## src/rtl/vga_sync_monitor_if.sv

```systemverilog
// vga_sync_monitor_if: sync bus observed by the VGA timing monitor.
// Master drives pix_stb/hs/vs (generator side); slave samples them (monitor).
interface vga_sync_monitor_if;
  logic pix_stb;
  logic hs;
  logic vs;

  modport master (
    output pix_stb,
    output hs,
    output vs
  );

  modport slave (
    input pix_stb,
    input hs,
    input vs
  );
endinterface

```

## src/rtl/vga_sync_monitor.sv

```systemverilog
// vga_sync_monitor: locks onto an HS/VS raster, recovers x/y/de and flags
// sync timing violations while locked.
//
// Ports:
//   CLK, RST_BTN       clock, async active-low reset
//   i_sync (slave)     pix_stb (1-CLK pixel strobe), hs, vs
//   o_x, o_y           recovered position of last strobe (0 in SEARCH)
//   o_de               locked and inside the visible area
//   o_locked           raster locked
//   o_frame_start      1-CLK pulse, locked position became (0,0)
//   o_err              1-CLK pulse, timing violation while locked
//   o_err_code         latched cause {vs_mis, hs_mis} of last error
//   o_frame_cnt        frames seen while locked (VGA_MON_STATS_EN)
//   o_err_cnt          saturating error count   (VGA_MON_STATS_EN)
// Option: define VGA_MON_STATS_EN to build the two statistics counters;
// otherwise both counter ports are tied to 0.
module vga_sync_monitor #(
  parameter int unsigned H_ACTIVE = 640,
  parameter int unsigned H_FP     = 16,
  parameter int unsigned H_SYNC   = 96,
  parameter int unsigned H_BP     = 48,
  parameter int unsigned V_ACTIVE = 480,
  parameter int unsigned V_FP     = 10,
  parameter int unsigned V_SYNC   = 2,
  parameter int unsigned V_BP     = 33,
  parameter bit          HS_POL   = 1'b0,
  parameter bit          VS_POL   = 1'b0
) (
  input  logic                CLK,
  input  logic                RST_BTN,
  vga_sync_monitor_if.slave   i_sync,
  output logic [9:0]          o_x,
  output logic [9:0]          o_y,
  output logic                o_de,
  output logic                o_locked,
  output logic                o_frame_start,
  output logic                o_err,
  output logic [1:0]          o_err_code,
  output logic [15:0]         o_frame_cnt,
  output logic [7:0]          o_err_cnt
);

  localparam logic [9:0] H_LAST =
    10'(H_ACTIVE + H_FP + H_SYNC + H_BP - 1);
  localparam logic [9:0] V_LAST =
    10'(V_ACTIVE + V_FP + V_SYNC + V_BP - 1);
  localparam logic [9:0] HS_BEG = 10'(H_ACTIVE + H_FP);
  localparam logic [9:0] HS_END =
    10'(H_ACTIVE + H_FP + H_SYNC - 1);
  localparam logic [9:0] VS_BEG = 10'(V_ACTIVE + V_FP);
  localparam logic [9:0] VS_END =
    10'(V_ACTIVE + V_FP + V_SYNC - 1);
  localparam logic [9:0] HA = 10'(H_ACTIVE);
  localparam logic [9:0] VA = 10'(V_ACTIVE);

  typedef enum logic [1:0] {
    SEARCH  = 2'd0,
    ACQUIRE = 2'd1,
    LOCKED  = 2'd2
  } state_t;

  state_t     r_state;
  state_t     w_state_nx;
  logic [9:0] r_h;
  logic [9:0] r_v;
  logic       r_vs_q;
  logic       r_de;
  logic       r_fs;
  logic       r_err;
  logic [1:0] r_err_code;

  logic       w_stb;
  logic       w_hs_act;
  logic       w_vs_act;
  logic       w_vs_rise;
  logic [9:0] w_h_nx;
  logic [9:0] w_v_nx;
  logic       w_exp_hs;
  logic       w_exp_vs;
  logic       w_hs_mis;
  logic       w_vs_mis;
  logic       w_mis;
  logic [9:0] w_h_d;
  logic [9:0] w_v_d;
  logic       w_fs;
  logic       w_err;

  assign w_stb     = i_sync.pix_stb;
  assign w_hs_act  = (i_sync.hs == HS_POL);
  assign w_vs_act  = (i_sync.vs == VS_POL);
  assign w_vs_rise = w_vs_act & ~r_vs_q;

  // Position this strobe should carry, given the last one.
  assign w_h_nx = (r_h == H_LAST) ? 10'd0 : r_h + 10'd1;
  assign w_v_nx = (r_h != H_LAST) ? r_v :
                  (r_v == V_LAST) ? 10'd0 : r_v + 10'd1;

  assign w_exp_hs = (w_h_nx >= HS_BEG) && (w_h_nx <= HS_END);
  assign w_exp_vs = (w_v_nx >= VS_BEG) && (w_v_nx <= VS_END);
  assign w_hs_mis = w_hs_act != w_exp_hs;
  assign w_vs_mis = w_vs_act != w_exp_vs;
  assign w_mis    = w_hs_mis | w_vs_mis;

  always_ff @(posedge CLK or negedge RST_BTN) begin
    if (!RST_BTN) r_state <= SEARCH;
    else          r_state <= w_state_nx;
  end

  // Position is kept at 0 whenever the FSM sits in SEARCH,
  // so o_x/o_y read 0 there without extra muxing.
  always_comb begin
    w_state_nx = r_state;
    w_h_d      = r_h;
    w_v_d      = r_v;
    w_fs       = 1'b0;
    w_err      = 1'b0;
    if (w_stb) begin
      unique case (r_state)
        SEARCH: begin
          if (w_vs_rise) begin
            w_h_d      = 10'd0;
            w_v_d      = VS_BEG;
            w_state_nx = ACQUIRE;
          end
        end
        ACQUIRE: begin
          if (w_mis) begin
            w_h_d      = 10'd0;
            w_v_d      = 10'd0;
            w_state_nx = SEARCH;
          end else begin
            w_h_d = w_h_nx;
            w_v_d = w_v_nx;
            if (w_vs_rise && w_h_nx == 10'd0 &&
                w_v_nx == VS_BEG)
              w_state_nx = LOCKED;
          end
        end
        LOCKED: begin
          if (w_mis) begin
            w_h_d      = 10'd0;
            w_v_d      = 10'd0;
            w_err      = 1'b1;
            w_state_nx = SEARCH;
          end else begin
            w_h_d = w_h_nx;
            w_v_d = w_v_nx;
            w_fs  = (w_h_nx == 10'd0) && (w_v_nx == 10'd0);
          end
        end
        default: begin
          w_h_d      = 10'd0;
          w_v_d      = 10'd0;
          w_state_nx = SEARCH;
        end
      endcase
    end
  end

  always_ff @(posedge CLK or negedge RST_BTN) begin
    if (!RST_BTN) begin
      r_h        <= 10'd0;
      r_v        <= 10'd0;
      r_vs_q     <= 1'b0;
      r_de       <= 1'b0;
      r_fs       <= 1'b0;
      r_err      <= 1'b0;
      r_err_code <= 2'b00;
    end else if (w_stb) begin
      r_h    <= w_h_d;
      r_v    <= w_v_d;
      r_vs_q <= w_vs_act;
      r_de   <= (w_state_nx == LOCKED) &&
                (w_h_d < HA) && (w_v_d < VA);
      r_fs   <= w_fs;
      r_err  <= w_err;
      if (w_err) r_err_code <= {w_vs_mis, w_hs_mis};
    end else begin
      r_fs  <= 1'b0;
      r_err <= 1'b0;
    end
  end

`ifdef VGA_MON_STATS_EN
  logic [15:0] r_frame_cnt;
  logic [7:0]  r_err_cnt;

  always_ff @(posedge CLK or negedge RST_BTN) begin
    if (!RST_BTN) begin
      r_frame_cnt <= 16'd0;
      r_err_cnt   <= 8'd0;
    end else begin
      if (w_fs) r_frame_cnt <= r_frame_cnt + 16'd1;
      if (w_err && r_err_cnt != 8'hFF)
        r_err_cnt <= r_err_cnt + 8'd1;
    end
  end

  assign o_frame_cnt = r_frame_cnt;
  assign o_err_cnt   = r_err_cnt;
`else
  assign o_frame_cnt = 16'd0;
  assign o_err_cnt   = 8'd0;
`endif

  assign o_x           = r_h;
  assign o_y           = r_v;
  assign o_de          = r_de;
  assign o_locked      = (r_state == LOCKED);
  assign o_frame_start = r_fs;
  assign o_err         = r_err;
  assign o_err_code    = r_err_code;

endmodule

```

## src/flat_wrapper.sv

```systemverilog
// flat-port wrapper written by rule: the top's interface ports become plain ports
module vga_sync_monitor_flat 
#(
  parameter int unsigned H_ACTIVE = 640,
  parameter int unsigned H_FP     = 16,
  parameter int unsigned H_SYNC   = 96,
  parameter int unsigned H_BP     = 48,
  parameter int unsigned V_ACTIVE = 480,
  parameter int unsigned V_FP     = 10,
  parameter int unsigned V_SYNC   = 2,
  parameter int unsigned V_BP     = 33,
  parameter bit          HS_POL   = 1'b0,
  parameter bit          VS_POL   = 1'b0
)
  (CLK, RST_BTN, o_x, o_y, o_de, o_locked, o_frame_start, o_err, o_err_code, o_frame_cnt, o_err_cnt, i_sync_pix_stb, i_sync_hs, i_sync_vs);
  vga_sync_monitor_if i_sync_i ();
  input  logic CLK;
  input  logic RST_BTN;
  output logic [9:0] o_x;
  output logic [9:0] o_y;
  output logic o_de;
  output logic o_locked;
  output logic o_frame_start;
  output logic o_err;
  output logic [1:0] o_err_code;
  output logic [15:0] o_frame_cnt;
  output logic [7:0] o_err_cnt;
  input wire logic [$bits(i_sync_i.pix_stb)-1:0] i_sync_pix_stb;
  input wire logic [$bits(i_sync_i.hs)-1:0] i_sync_hs;
  input wire logic [$bits(i_sync_i.vs)-1:0] i_sync_vs;
  assign i_sync_i.pix_stb = i_sync_pix_stb;
  assign i_sync_i.hs = i_sync_hs;
  assign i_sync_i.vs = i_sync_vs;
  vga_sync_monitor #(.H_ACTIVE(H_ACTIVE), .H_FP(H_FP), .H_SYNC(H_SYNC), .H_BP(H_BP), .V_ACTIVE(V_ACTIVE), .V_FP(V_FP), .V_SYNC(V_SYNC), .V_BP(V_BP), .HS_POL(HS_POL), .VS_POL(VS_POL)) u_core (.CLK(CLK), .RST_BTN(RST_BTN), .i_sync(i_sync_i), .o_x(o_x), .o_y(o_y), .o_de(o_de), .o_locked(o_locked), .o_frame_start(o_frame_start), .o_err(o_err), .o_err_code(o_err_code), .o_frame_cnt(o_frame_cnt), .o_err_cnt(o_err_cnt));
endmodule
```

## config.mk

```make
export PLATFORM = sky130hd
export DESIGN_NAME = vga_sync_monitor_flat
export DESIGN_NICKNAME = d
export VERILOG_FILES = /design/src/rtl/vga_sync_monitor_if.sv /design/src/rtl/vga_sync_monitor.sv /design/src/flat_wrapper.sv
export SDC_FILE = /design/constraint.sdc
export NUM_CORES = 1
export LEC_CHECK = 0
export CAP_MARGIN = 5
export CELL_PAD_IN_SITES_DETAIL_PLACEMENT = 1
export CELL_PAD_IN_SITES_GLOBAL_PLACEMENT = 1
export CORE_MARGIN = 5
export CORE_UTILIZATION = 29
export DETAILED_ROUTE_END_ITERATION = 7
export GPL_TIMING_DRIVEN = 0
export PLACE_DENSITY_LB_ADDON = 0.1
export SETUP_SLACK_MARGIN = 0.2
export SLEW_MARGIN = 10
export SYNTH_ARGS = -nofsm -noshare
export SYNTH_HDL_FRONTEND = slang
export SYNTH_SLANG_ARGS = --single-unit
```

## constraint.sdc

```tcl
create_clock -name CLK -period 3.2 [get_ports CLK]
set_clock_uncertainty 0.15 [all_clocks]
set_input_delay 0.48 -clock CLK [delete_from_list [all_inputs] [get_ports CLK]]
set_output_delay 0.48 -clock CLK [all_outputs]
set_load 0.01 [all_outputs]
```

Word level (Yosys, flattened, before mapping)
Index checks and enable logic that the tools add are counted.

Output and inout port bits: 50. Flip-flop bits (word level): 28.

Bitwise operators: 5. Reduce and logical (&&, ||, !) cells: 12. Equal/unequal tests: 9. Order comparisons: 6. $add $sub $neg: 2. Muxes and demuxes: 24.

Operators with widths (count): 2-to-1 mux 10 bit (9); one-hot mux 10 bit (2 select lines) (2); adder 10 x 1 -> 10 bit, second input constant (2); == test 10 bit, second input constant (2); zero test 10 bit (2); == test 10 x 9 -> 1 bit, second input constant (1); >= comparator 10 bit, second input constant (1); >= comparator 10 x 9 -> 1 bit, second input constant (1); less-or-equal comparator 10 bit, second input constant (1); less-or-equal comparator 10 x 9 -> 1 bit, second input constant (1); less-than comparator 10 bit, second input constant (1); less-than comparator 10 x 9 -> 1 bit, second input constant (1); 2-to-1 mux 2 bit (5); inequality test 10 bit, second input constant (1); logical AND 1 bit (7); 2-to-1 mux 1 bit (7); one-hot mux 2 bit (3 select lines) (1); == test 2 bit, second input constant (2); inverter 1 bit (3); == test 2 x 1 -> 1 bit, second input constant (1); zero test 2 bit (1); inequality test 1 bit (2); AND reduction 2 bit (1); OR reduction 2 bit (1); 2 further kinds (2).

Longest topological paths before layout
Gate-level depths: netlist of the first run.

Depth after elaboration: 13. Gate-level depth with buffers: 13.

Worst setup path after synthesis of the first run
Ideal clock, no wire load.

Kind: register -> register. Start: reg u_core.r_h[0], in the netlist u_core.o_x[0]. End: reg u_core.r_de, in the netlist u_core.o_de. Arrival: 3315 ps. Cell stages (with the launch flop): 13. Path buffers: 2. Data required time: 2954 ps. Slack: -361 ps. Clock period less this slack: 3561 ps. Cell sequence: dfrtp_1 ha_1 buf_2 nand4_1 buf_1 o41a_1 a31oi_4 o21ai_2 nor4_1 nand2_1 a221o_1 a2111o_1 o32ai_2.

Word-level cells in the longest chain between the ends: 12. Elaborated cells on any way between the ends: 35.

Ends and longest elaborated chain: start, declared (line vga_sync_monitor.sv:64) `logic [9:0] r_h;`; start signal, assigned (line vga_sync_monitor.sv:170) `r_h <= w_h_d;`; adder 10 x 1 -> 10 bit (tied with other cells) (line vga_sync_monitor.sv:94) `assign w_h_nx = (r_h == H_LAST) ? 10'd0 : r_h + 10'd1;`; 2-to-1 mux 10 bit (on tied branches) (line vga_sync_monitor.sv:94, vga_sync_monitor.sv:95); >= comparator 10 bit (tied with other cells) (line vga_sync_monitor.sv:98) `assign w_exp_hs = (w_h_nx >= HS_BEG) && (w_h_nx <= HS_END);`; logical AND 1 bit (on tied branches) (line vga_sync_monitor.sv:98, vga_sync_monitor.sv:99, vga_sync_monitor.sv:134); inequality test 1 bit (tied with other cells) (line vga_sync_monitor.sv:100) `assign w_hs_mis = w_hs_act != w_exp_hs;`; bitwise OR 1 bit or 2-to-1 mux 2 bit (tied branches) (line vga_sync_monitor.sv:102, vga_sync_monitor.sv:134); 2-to-1 mux 10 bit (tied with other cells) (line vga_sync_monitor.sv:127, vga_sync_monitor.sv:140); one-hot mux 10 bit (2 select lines) or one-hot mux 2 bit (3 select lines) (tied branches) (line vga_sync_monitor.sv:118) `unique case (r_state)`; 2-to-1 mux 10 bit or 2-to-1 mux 2 bit (tied branches) (line vga_sync_monitor.sv:117) `if (w_stb) begin`; less-than comparator 10 bit or == test 2 bit (tied branches) (line vga_sync_monitor.sv:174, vga_sync_monitor.sv:173); logical AND 1 bit (line vga_sync_monitor.sv:173) `r_de <= (w_state_nx == LOCKED) &&`; logical AND 1 bit (*) (line vga_sync_monitor.sv:174) `(w_h_d < HA) && (w_v_d < VA);`; end signal, assigned (line vga_sync_monitor.sv:173); end, declared (line vga_sync_monitor.sv:67) `logic r_de;`.

Every way passes the cells marked *; elsewhere a longest branch is shown, timed or not. A chain may end at the register's enable or synchronous reset.

Final worst setup path of the first run
Start: reg u_core.r_h[7], in the netlist u_core.o_x[7]. End: reg u_core.r_de, in the netlist u_core.o_de.

The elaborated chain is that of the path after synthesis.

==> metrics.txt, run 1 <==
status=finished with violations; failing checks=setup timing; Ys Warns=0; CTS root buf=clkbuf_8; Num CTS Buffers=3; Fill cells=1,071; I/O Pins=55; Sw Share=0.442; Async SR Flop Fraction=1.00; Max VDD drop=0.210 mV; synthesized cell area=2710 um2; die area=11,400 um2; vias in the first global route=2,855; first-pass GRT wire length=16,300 um; Crit path buffers/inverters=2; Rel. slew slack=0.379; Min-Delay Path Class=input pin to async pin; Psw=697 uW; critical path launch point type=flip-flop; DP HPWL=7240 um; R2R setup slack=-0.49 ns; Area growth syn-to-layout=49.4%; fin worst setup slack=-0.488 ns; Slowest cell on crit path=or4b_4; final core utilization=0.442; Fin. Hold Viols=0; setup violators final=23; worst hold slack=0.0775 ns; Seq pwr share=0.330; dpl cells=498; maxcap violations=0; DRC=0; WP data arrival=3.73 ns; worst-path fanout max=6; Total GRT Usage=0.183; f_max=271 MHz; Seq cells post-synth=28; Comb pwr share=0.531; Crit Path Class=flip-flop to flip-flop; routed wire length=10,800 um; Starting Density=0.296; instance count on the critical path=11; post-synth top area share=0.259; Post-DRT Antenna Nets=0; slowest stage delay, CP=0.56 ns; cell with the most instances after synthesis=nand2_1; Via Count=2,962; core area=9150 um2; clk slew on worst S/H paths=0.12 ns; main flop type after synthesis=dfrtp_1; internal power=879 uW; Synth area leaders=dfrtp_1 (26%), buf_4 (6.7%), nand2_1 (5.1%); Commonest cells post-synth=nand2_1 (37), dfrtp_1 (28), o21ai_0 (25), buf_4 (24); hold_buf cts=0; PD cells=390 nW/um2; fraction of layout cells with a size suffix above 1=0.338; Synth cell types=71; largest net degree at the start of global routing=29; CP Capture Type=flip-flop; worst-margin pin slew=0.921 ns; initial antenna violation count=0; Avg Synthesized Cell Area=8.07 um2; EDFF count, synth=0; Placer Congestion=0.827; chip width=107 um; reg2reg path depth=11; delay-heaviest family, CP=compound AO/OA/AOI/OAI gates; via/cell ratio=5.40; PortBufs=29; NumNets Final=454; leading area contributor after synthesis=dfrtp_1; Final Non-Filler Cells=549; CTS HTree Levels=1; FP Rows=35; CP Data Required Time=3.25 ns; Cells after Synth=335; GRT overflow=0; max-slew violations=0; drt wl/cell=19.6 um; Diodes inserted=0; CTS tree=yes; P_leak=0.00167 uW; Die Ht=107 um; insertion delay to the later sink of the worst-skew pair=0.29 ns; Period Utilization, post-route=1.15; register area share after synthesis=0.259; clock power share=0.140; drt pass-1 iters=4; RSZ-0062 raised after global routing=true; initial DRC count=169; cells along the critical path=buf_6 -> or4b_4 -> clkbuf_16 -> o41a_1 -> a31oi_4 -> o21ai_4 -> o31a_1 -> o211ai_4 -> a21oi_2 -> a2111o_1 -> o32ai_2; # clock sinks=28; fin crit period=3.69 ns; Clock Tree Buf Depth=2
metal layers:
layer	global-route usage	up-vias	routed length [um]
li1	-	1396	-
met1	0.252	1500	4990
met2	0.314	55	5370
met3	0.0157	11	266
met4	0.0384	0	150
met5	0	-	0
stage by stage:
| stage | area, um2 | setup slack [ns] | power, uW | setup TNS [ns] |
|---|---|---|---|---|
| detailed placement | 3240 | -0.987 | 1150 | -12.59 |
| CTS | 3720 | -0.464 | 1520 | -4.82 |
| finish | 4040 | -0.488 | 1580 | -6.95 |
| global placement | 3250 | -0.932 | 1150 | -11.62 |
| floorplan | 2820 | -0.224 | 890 | -0.273 |
| global route | 4040 | -0.608 | 1680 | -9.19 |
cell type report:
| cell class | instances | area (um2) | area share |
|---|---|---|---|
| multi-input cells | 268 | 2040 | 0.504 |
| clock buffers | 3 | 41.3 | 0.0102 |
| plain buffers | 44 | 343 | 0.0848 |
| flip-flops and latches | 28 | 707 | 0.175 |
| inverters | 18 | 67.6 | 0.0167 |
| well taps | 111 | 139 | 0.0344 |
| repair buffers | 77 | 708 | 0.175 |
sequential cells by signal, summed over array words and instances (netlist names):
signal                cells
u_core.o_x               10
u_core.o_err_code         2
u_core.o_frame_start      1
u_core.o_y               10
u_core.r_state            2
u_core.o_de               1
u_core.r_vs_q             1
u_core.o_err              1
kinds of logic after synthesis:
| group | share of synthesized area |
|---|---|
| AND/OR/NAND/NOR | 0.268 |
| AO/OA/AOI/OAI | 0.265 |
| buffers and inverters | 0.129 |
| flip-flops | 0.259 |
| adder cells (fa/ha/maj) | 0.0416 |
| XOR/XNOR | 0.0319 |
| other | 0.00139 |
| multiplexers | 0.00370 |
placed cells by master, fill, tap and decap left out, types with 5 or more instances in the layout:
cell,synthesis,layout
a21o_1,6,6
a21oi_1,12,8
buf_2,9,6
buf_4,24,60
buf_6,2,17
clkbuf_1,8,5
clkdlybuf4s50_1,0,28
conb_1,1,24
dfrtp_1,28,23
dfrtp_2,0,5
ha_1,9,8
inv_1,18,18
nand2_1,37,36
nand3_1,18,15
nand4_1,7,7
nor2_1,12,9
nor3_1,7,6
o21ai_0,25,11
o21ai_1,5,12
o21ai_2,1,6
o31ai_1,8,5
or3_1,8,7
xnor2_1,5,5
repair_timing:
| item | in CTS | in global routing |
|---|---|---|
| pin swaps | 15 | 13 |
| buffers inserted | 31 | 16 |
| endpoints found under the setup margin | 27 | 27 |
| resized for setup | 51 | 47 |
| gates cloned | 0 | 1 |
power groups by stage:
stage / logic, uW / registers (uW) / clock network, uW
global route: 909 / 532 / 243
global placement: 613 / 532 / 0
CTS: 768 / 515 / 232
detailed placement: 619 / 535 / 0
floorplan: 374 / 517 / 0
finish: 836 / 520 / 220
final timing paths:
kind,startpoint,to
worst max-delay path,u_core.o_x[7],u_core.o_de
worst min-delay path,RST_BTN,u_core.o_y[2]
worst max register to register,u_core.o_x[7],u_core.o_de
worst min register to register,u_core.o_err_code[1],u_core.o_err_code[1]
max in group asynchronous,RST_BTN,u_core.o_y[1]
min in group CLK,u_core.o_err_code[1],u_core.o_err_code[1]
No activity file was read; power rests on OpenSTA's default activity.
==> run 2, diff against run 1 <==
--- a/config.mk
+++ b/config.mk
@@ -8,8 +8,9 @@
 export CAP_MARGIN = 5
 export CELL_PAD_IN_SITES_DETAIL_PLACEMENT = 1
 export CELL_PAD_IN_SITES_GLOBAL_PLACEMENT = 1
-export CORE_MARGIN = 5
+export CORE_ASPECT_RATIO = 0.5
 export CORE_UTILIZATION = 29
+export CTS_BUF_LIST = sky130_fd_sc_hd__clkbuf_4 sky130_fd_sc_hd__clkbuf_8 sky130_fd_sc_hd__clkbuf_16
 export DETAILED_ROUTE_END_ITERATION = 7
 export GPL_TIMING_DRIVEN = 0
 export PLACE_DENSITY_LB_ADDON = 0.1
==> run 2 against run 1 <==
  * The flow finishes with violations (DRC, setup timing)
  * Sequential cell count did not move
  * Sequential share of layout area rose by 0.49 points
  * Die area down 14%
  * Register-to-register slack improved by 0.05 ns
  * Sequential power is 2% lower
  * Critical path type unchanged
==> metrics.txt, run 2 (same netlist as run 1, synthesis figures left out) <==
via/cell ratio=5.39 (about the same); failing checks=DRC, setup timing; status=finished with violations; Num CTS Buffers=3 (unchanged); chip width=139 um (+30%); maxcap violations=0 (unchanged); drt pass-1 iters=6 (+2); Comb pwr share=0.492 (-0.039); FF/Latch Area=706 um2 (-0.18%); hold_buf cts=0 (unchanged); routed wire length=10,400 um (-3.2%); fraction of layout cells with a size suffix above 1=0.325 (-0.0124); Rel. slew slack=0.532 (+0.153); PortBufs=29 (unchanged); Via Count=2,918 (-1.5%); final core utilization=0.442 (about the same); Seq pwr share=0.285 (-0.045); Min-Delay Path Class=input pin to async pin; CTS HTree Levels=1 (unchanged); Period Utilization, post-route=1.14 (-0.0153); Multi-input gate area=2020 um2 (-1.0%); f_max=275 MHz (+1.3%); insertion delay to the later sink of the worst-skew pair=0.28 ns (about the same); Fill cells=1,041 (-2.8%); Psw=724 uW (+3.9%); clock power share=0.223 (+0.083); # clock sinks=28 (unchanged); worst-margin pin slew=0.702 ns (-0.219 ns); Die Ht=70.3 um (-34%); Max VDD drop=0.184 mV (-12%); Starting Density=0.304 (+0.00878); CTS tree=yes; slowest stage delay, CP=0.52 ns (-0.04 ns); Fin. Hold Viols=0 (unchanged); I/O Pins=55 (unchanged); most frequent cells in the layout=buf_4 (56), nand2_1 (36), clkdlybuf4s50_1 (28); P_leak=0.00162 uW (-2.6%); first-pass GRT wire length=16,800 um (+3.0%); initial antenna violation count=0 (unchanged); Area growth syn-to-layout=45.1%; DP HPWL=7200 um (-0.57%); drt wl/cell=19.3 um (-1.8%); fin crit period=3.64 ns (-0.0491 ns); Sw Share=0.406 (-0.0363); critical path launch point type=flip-flop; CP Data Required Time=3.24 ns (about the same); Crit Path Class=flip-flop to flip-flop; cells along the critical path=buf_6 -> or4b_4 -> buf_8 -> o41a_1 -> a31oi_4 -> nand3_2 -> o31a_1 -> o211ai_4 -> a21oi_2 -> a2111o_1 -> o32ai_2; internal power=1060 uW (+21%); largest net degree at the start of global routing=29 (unchanged); initial DRC count=154 (-8.9%); FP Rows=24 (-31%); core area=8890 um2 (-2.9%); Total GRT Usage=0.221 (+0.0378); fin worst setup slack=-0.439 ns (+0.0491 ns); post-place setup slack=-0.843 ns (+0.144 ns); delay-heaviest family, CP=compound AO/OA/AOI/OAI gates; max-slew violations=0 (unchanged); worst-path fanout max=10 (+4); NumNets Final=439 (-3.3%); Slowest cell on crit path=or4b_4; setup violators final=16 (-30%); Placer Congestion=0.897 (+8.5%); RSZ-0062 raised after global routing=true; GRT overflow=0 (unchanged); commonest non-fill, non-tap cell in the layout=buf_4; PD cells=455 nW/um2 (+17%); Crit path buffers/inverters=2 (unchanged); vias in the first global route=3,083 (+8.0%); Clock Tree Buf Depth=2 (unchanged); WP data arrival=3.68 ns (-0.05 ns); CP Capture Type=flip-flop; CTS root buf=clkbuf_16; clk slew on worst S/H paths=0.08 ns (-0.04 ns); Diodes inserted=0 (unchanged); die area=9740 um2 (-14%); DRC=4 (+4); Post-DRT Antenna Nets=0 (unchanged)
run 2: power by group through the flow:
stage	Clock [uW]	Combinational (uW)	Sequential, uW
3_3_place_gp	0	609	521
4_1_cts	412	787	509
2_1_floorplan	0	374	517
3_5_place_dp	0	617	526
6_report	398	878	509
5_1_grt	423	938	519
run 2: final timing paths:
kind                       cells after the start                  from              endpoint  slack [ns]
setup / recovery                              11         u_core.o_x[7]           u_core.o_de       -0.44
hold / removal                                 1               RST_BTN         u_core.o_y[4]        0.09
setup reg to reg                              11         u_core.o_x[7]           u_core.o_de       -0.44
hold reg to reg                                2  u_core.o_err_code[1]  u_core.o_err_code[1]        0.34
max in group asynchronous                      1               RST_BTN         u_core.o_y[1]        2.31
min in group CLK                               2  u_core.o_err_code[1]  u_core.o_err_code[1]        0.34
run 2: per-stage QoR:
stage	total power, uW	TNS, ns	instance area, um2	hold slack, ns	std cells
floorplan	890	-0.273	2820	0.0344	358
global placement	1130	-10.89	3250	0.333	504
detailed placement	1140	-11.00	3250	0.326	504
CTS	1710	-3.13	3780	0.131	533
global route	1880	-6.23	3930	0.162	541
finish	1780	-4.26	3930	0.0930	541
run 2: worst register-to-register path: stages, from the launching register on:
cell and delay [ns]:
dfrtp_1 0.40, buf_6 0.15, or4b_4 0.52, buf_8 0.17, o41a_1 0.36, a31oi_4 0.21
nand3_2 0.13, o31a_1 0.41, o211ai_4 0.30, a21oi_2 0.11, a2111o_1 0.41, o32ai_2 0.24
run 2: layer usage:
| metal | vias up | track usage | wire length, um |
|---|---|---|---|
| met4 | 0 | 0.0574 | 64 |
| li1 | 1365 | - | - |
| met2 | 97 | 0.355 | 4620 |
| met3 | 6 | 0.0473 | 608 |
| met5 | - | 0 | 0 |
| met1 | 1450 | 0.300 | 5140 |
run 2: layout make-up:
cell class,instances,share of cell area
multi-input cells,268,0.513
flip-flops and latches,28,0.180
repair buffers,62,0.138
plain buffers,44,0.0880
well taps,117,0.0373
clock buffers,3,0.0191
inverters,18,0.0172
clock inverters,1,0.00765
run 2: timing repair:
action	in CTS	in global routing
setup buffers	25	8
gates cloned	0	0
pin swaps	16	6
setup endpoints to repair	27	27
gates resized for setup	62	19
==> run 3, diff against run 2 <==
--- a/config.mk
+++ b/config.mk
@@ -5,6 +5,7 @@
 export SDC_FILE = /design/constraint.sdc
 export NUM_CORES = 1
 export LEC_CHECK = 0
+export ABC_CLOCK_PERIOD_IN_PS = 3200
 export CAP_MARGIN = 5
 export CELL_PAD_IN_SITES_DETAIL_PLACEMENT = 1
 export CELL_PAD_IN_SITES_GLOBAL_PLACEMENT = 1
==> results of run 3 <==
Final layout, timing and power as in run 2 (identical DEF).
